$ cat src/rtl/led_pattern_scheduler_if.sv
// rtl/led_pattern_scheduler_if.sv - pattern request handshake between a key/control block and the LED scheduler
interface led_pattern_scheduler_if;
  logic       Req_Valid;
  logic [1:0] Req_Mode;
  logic       Req_Ready;

  modport master (
    output Req_Valid,
    output Req_Mode,
    input  Req_Ready
  );

  modport slave (
    input  Req_Valid,
    input  Req_Mode,
    output Req_Ready
  );
endinterface

$ cat src/rtl/led_pattern_scheduler.sv
// rtl/led_pattern_scheduler.sv - 4-LED pattern sequencer with tick time base
// Pattern changes are deferred to the next tick so the LEDs never glitch mid-period.
module led_pattern_scheduler #(
  parameter int unsigned      CNT_W  = 26,
  parameter logic [CNT_W-1:0] T_TICK = CNT_W'(49_999_999)
) (
  input  logic                   CLK,
  input  logic                   RST,
  led_pattern_scheduler_if.slave req_if,
  output logic [3:0]             LED_Out,
  output logic [1:0]             Mode_Out,
  output logic                   Tick_Out
);

  localparam logic [1:0] M_OFF      = 2'd0;
  localparam logic [1:0] M_FLASH    = 2'd1;
  localparam logic [1:0] M_RUN      = 2'd2;
  localparam logic [1:0] M_PINGPONG = 2'd3;

  localparam logic DIR_LEFT  = 1'b0;
  localparam logic DIR_RIGHT = 1'b1;

  typedef enum logic {
    ST_IDLE,
    ST_PENDING
  } state_e;

  state_e           state_q;
  logic [CNT_W-1:0] cnt_q;
  logic [CNT_W-1:0] cnt_d;
  logic [1:0]       pend_mode_q;
  logic [1:0]       mode_q;
  logic [3:0]       led_q;
  logic [3:0]       led_d;
  logic             dir_q;
  logic             dir_d;

  logic             tick;
  logic             accept;
  logic             ready;

  function automatic logic [3:0] init_pattern(input logic [1:0] mode);
    logic [3:0] pat;
    case (mode)
      M_OFF:      pat = 4'b0000;
      M_FLASH:    pat = 4'b1111;
      M_RUN:      pat = 4'b0001;
      M_PINGPONG: pat = 4'b0001;
      default:    pat = 4'b0000;
    endcase
    return pat;
  endfunction

  assign tick   = (cnt_q == T_TICK);
  assign ready  = (state_q == ST_IDLE);
  assign accept = req_if.Req_Valid && ready;

  assign req_if.Req_Ready = ready;
  assign Tick_Out         = tick;
  assign LED_Out          = led_q;
  assign Mode_Out         = mode_q;

  always_comb begin
    cnt_d = tick ? '0 : cnt_q + CNT_W'(1);
  end

  // Next LED value and direction for a normal (non-applying) tick.
  always_comb begin
    led_d = led_q;
    dir_d = dir_q;
    case (mode_q)
      M_OFF:   led_d = 4'b0000;
      M_FLASH: led_d = ~led_q;
      M_RUN:   led_d = {led_q[2:0], led_q[3]};
      M_PINGPONG: begin
        if (dir_q == DIR_LEFT) begin
          if (led_q[3]) begin
            dir_d = DIR_RIGHT;
            led_d = 4'b0100;
          end else begin
            led_d = {led_q[2:0], 1'b0};
          end
        end else begin
          if (led_q[0]) begin
            dir_d = DIR_LEFT;
            led_d = 4'b0010;
          end else begin
            led_d = {1'b0, led_q[3:1]};
          end
        end
      end
      default: led_d = led_q;
    endcase
  end

  always_ff @(posedge CLK) begin
    if (RST) begin
      cnt_q       <= '0;
      state_q     <= ST_IDLE;
      pend_mode_q <= M_OFF;
      mode_q      <= M_OFF;
      led_q       <= 4'b0000;
      dir_q       <= DIR_LEFT;
    end else begin
      cnt_q <= cnt_d;
      case (state_q)
        ST_IDLE: begin
          if (tick) begin
            led_q <= led_d;
            dir_q <= dir_d;
          end
          // A request accepted on the tick edge waits for the following tick.
          if (accept) begin
            pend_mode_q <= req_if.Req_Mode;
            state_q     <= ST_PENDING;
          end
        end
        ST_PENDING: begin
          if (tick) begin
            mode_q  <= pend_mode_q;
            led_q   <= init_pattern(pend_mode_q);
            dir_q   <= DIR_LEFT;
            state_q <= ST_IDLE;
          end
        end
        default: state_q <= ST_IDLE;
      endcase
    end
  end

endmodule

$ cat src/flat_wrapper.sv
// flat-port wrapper written by rule: the top's interface ports become plain ports
module led_pattern_scheduler_flat 
#(
  parameter int unsigned      CNT_W  = 26,
  parameter logic [CNT_W-1:0] T_TICK = CNT_W'(49_999_999)
)
  (CLK, RST, LED_Out, Mode_Out, Tick_Out, req_if_Req_Valid, req_if_Req_Mode, req_if_Req_Ready);
  led_pattern_scheduler_if req_if_i ();
  input  logic CLK;
  input  logic RST;
  output logic [3:0] LED_Out;
  output logic [1:0] Mode_Out;
  output logic Tick_Out;
  input wire logic [$bits(req_if_i.Req_Valid)-1:0] req_if_Req_Valid;
  input wire logic [$bits(req_if_i.Req_Mode)-1:0] req_if_Req_Mode;
  output wire logic [$bits(req_if_i.Req_Ready)-1:0] req_if_Req_Ready;
  assign req_if_i.Req_Valid = req_if_Req_Valid;
  assign req_if_i.Req_Mode = req_if_Req_Mode;
  assign req_if_Req_Ready = req_if_i.Req_Ready;
  led_pattern_scheduler #(.CNT_W(CNT_W), .T_TICK(T_TICK)) u_core (.CLK(CLK), .RST(RST), .req_if(req_if_i), .LED_Out(LED_Out), .Mode_Out(Mode_Out), .Tick_Out(Tick_Out));
endmodule
$ cat config.mk
export PLATFORM = sky130hd
export DESIGN_NAME = led_pattern_scheduler_flat
export DESIGN_NICKNAME = d
export VERILOG_FILES = /design/src/rtl/led_pattern_scheduler_if.sv /design/src/rtl/led_pattern_scheduler.sv /design/src/flat_wrapper.sv
export SDC_FILE = /design/constraint.sdc
export NUM_CORES = 1
export LEC_CHECK = 0
export CAP_MARGIN = 0
export CORE_UTILIZATION = 50
export CTS_CLUSTER_SIZE = 25
export DETAILED_ROUTE_END_ITERATION = 8
export PLACE_DENSITY = 0.81
export SYNTH_ARGS = -nofsm -noshare
export SYNTH_HDL_FRONTEND = slang
export SYNTH_SLANG_ARGS = --single-unit
$ cat constraint.sdc
create_clock -name CLK -period 2.9 [get_ports CLK]
set_input_delay 0.435 -clock CLK [delete_from_list [all_inputs] [get_ports CLK]]
set_output_delay 0.435 -clock CLK [all_outputs]
set_load 0.05 [all_outputs]
==> metrics.cfg <==
[worst_setup_path]
crit_required_ns = 2.47
worst-path-buf-inv = 1
crit_arrival_ns = 2.31
max_stage_delay_ns = 0.63
crit_path_end_kind = primary output
worst-path-max-fanout = 7
startpoint_type = register
worst_path_dominant_cell_family = simple AND/OR/NAND/NOR gates
cpMaxStageDelayCell = or4_1
path_class = reg -> out
path_cells = or4b_4 > or4_1 > nor2_2 > buf_12

[routing]
drc = 0
firstDrtPassIters = 4
viasPerCell = 5.844
routed-wl-met2_um = 1713
vias = 1578
first_iter_violations = 90
route.met3.wl_um = 108
drt_wl_total_um = 3504
top_layer = met4
ant_nets = 0
wl_per_cell_um = 12.98
met1_length_um = 1639

[global_route]
antenna_found_initial = 0
grt_pass1_wl_um = 5906
grt_max_degree = 20
grt_pass1_vias = 1389
grtUsageTotal = 0.2089
grt_overflow = 0

[yosys]
synth_area_leader_cell = dfxtp_1
synth.area.top_cells = dfxtp_1, a21oi_1, xnor2_1
synth_area_per_cell_sq_um = 8.404
ys_ff_latch = 36
ys.flop_type = dfxtp_1
synth_cell_type_count = 40
yosysTopAreaCellShare = 0.4045
syn-num-nets = 218
netlist_area_sq_um = 1782
yosysMostFrequentCell = dfxtp_1
syn-instance-count = 212
async_reset_ff_frac = 0
synth-seq-area-share = 0.4045
synth-edff-count = 0
yosys_warnings = 0
synthTopCellsByCount = dfxtp_1, nor2_1, a21oi_1, o21ai_0, nand4_1

[sta]
setup_viol = 0
max_freq_mhz = 363.8
worst_clock_skew_ns = 0.005954
hold_violations = 0
setup_tns_ns = 0
slew_viol_final = 0
worstMarginPinSlew_ns = 0.5827
grt_setup_unrepaired = false
relSlewSlack = 0.6080
fin_hold_ws_ns = 0.4885
period_minus_slack_ns = 2.749
post-route-period-util = 0.9479

[final_layout]
finalNetCount = 230
num_antenna_cells = 0
multi_input_area_sq_um = 1001
layout-drive-gt1-share = 0.07589
final.fill_count = 333
syn_to_final_growth_pct = 12.57
seqCellArea_sq_um = 720.7

[clock_network]
cts_hold_buf = 0
cts_tree = yes
htree_levels = 2
cts_inserted_buffers = 5
post_cts_buffers = 0
cts_num_sinks = 36
clk_pin_slew_ns = 0.10
cts_buffer_depth = 2
root_buffer = clkbuf_4
clock_latency_ns = 0.33

[floorplan]
die_y_um = 61.70
dieArea_sq_um = 3806
dieWidth_um = 61.70
io_pins = 13
core-area_sq_um = 3363
initial_core_util = 0.5298
rows = 21

[min_path]
hp-class = reg -> reg

[pwr]
switching_share = 0.2287
leakage_uw = 0.0006188
ir_drop_uv = 271.0
p_per_area_nw_per_um2 = 393.6
p_int_uw = 608.8
p_seq_frac = 0.644
p_switching_uw = 180.5
comb_power_share = 0.052
pwr-share-clk = 0.304

[placement]
dp_hpwl_um = 2552
io_buffers = 12
place.gp.congestion = 0.8417

[flow_run]
max_cap_violations = 0

[run_status]
status = finished clean

[path summary, 6_finish.rpt]
path | from | endpoint | slack, ns | cells past startpoint
worst max-delay path | u_core.cnt_q[17] | Tick_Out | 0.15 | 4
worst min-delay path | u_core.cnt_q[0] | u_core.cnt_q[0] | 0.49 | 1
worst max register to register | u_core.cnt_q[0] | u_core.cnt_q[24] | 0.48 | 5
worst min register to register | u_core.cnt_q[0] | u_core.cnt_q[0] | 0.49 | 1
[metrics by stage]
step	util	cells	total power, uW	area, sq um	setup WS [ns]
2_1_floorplan	-	212	544.1	1782	0.1212
3_3_place_gp	0.5818	263	560.4	1957	0.4512
3_5_place_dp	0.5818	263	561.6	1957	0.4349
4_1_cts	0.5956	270	800.3	2003	0.05663
5_1_grt	0.5964	270	826.8	2006	0.003006
6_report	0.5964	270	789.3	2006	0.1511
[registers in the layout (all words and copies together) (netlist names)]
register and count:
u_core.LED_Out 4, u_core.Mode_Out 2, u_core.cnt_q 26, u_core.dir_q 1, u_core.pend_mode_q 2, u_core.state_q 1
[worst register-to-register path, stage by stage (launching register included)]
cell     delay (ns)
dfxtp_1        0.41
ha_1           0.26
nand4_2        0.25
or4_1          0.75
or4_1          0.52
a21oi_1        0.16
[power groups by stage]
stage	logic, uW	registers [uW]	clock network, uW
after global placement	40.9	520	0
after floorplan	26.5	518	0
final	41.1	509	240
after global routing	45.9	510	271
after CTS	41.7	508	250
after detailed placement	41.7	520	0
[area by class of cell]
class,count,share of cell area
multi-input combinational,160,0.4991
sequential,36,0.3593
timing repair buffer,13,0.07486
tap,46,0.02870
clock buffer,6,0.02059
inverter,8,0.01497
clock inverter,1,0.002495
[layout by cell type, fill, tap and decap left out, drive strengths merged, types with 3 or more instances in the layout]
cell type,netlist,final
o31ai,3,3
clkdlybuf4s50,0,11
nand3,7,7
a21boi,4,4
or3,10,10
nor2,22,22
or4,8,8
nor4,4,4
nand2b,4,4
a21oi,18,18
inv,8,8
clkbuf,6,6
dfxtp,36,36
nand2,7,7
xnor2,10,10
xor2,3,3
o21ai,14,14
nor3,7,7
nand4,12,12
nand3b,3,3
[what timing repair did]
action	in CTS	in global routing
hold endpoints to repair	0	0
gates resized for setup	0	1
endpoints found under the setup margin	0	1
[metal layers]
layer,up-vias,track usage
met5,-,0
met4,0,0.09524
met3,6,0.04348
met2,31,0.3610
met1,738,0.2490
li1,803,-
[cells by family (layout without fill, tap and decap cells)]
| family | count (synthesis) | in the layout | synth area share |
|---|---|---|---|
| compound gates | 50 | 50 | 0.1714 |
| simple gates | 93 | 93 | 0.3006 |
| flops | 36 | 36 | 0.4045 |
| fa+ha+maj | 1 | 1 | 0.007021 |
| xor+xnor | 13 | 13 | 0.06390 |
| mux | 3 | 3 | 0.01756 |
| buf+inv | 16 | 28 | 0.03511 |
Power figures use the tool's default switching activity.
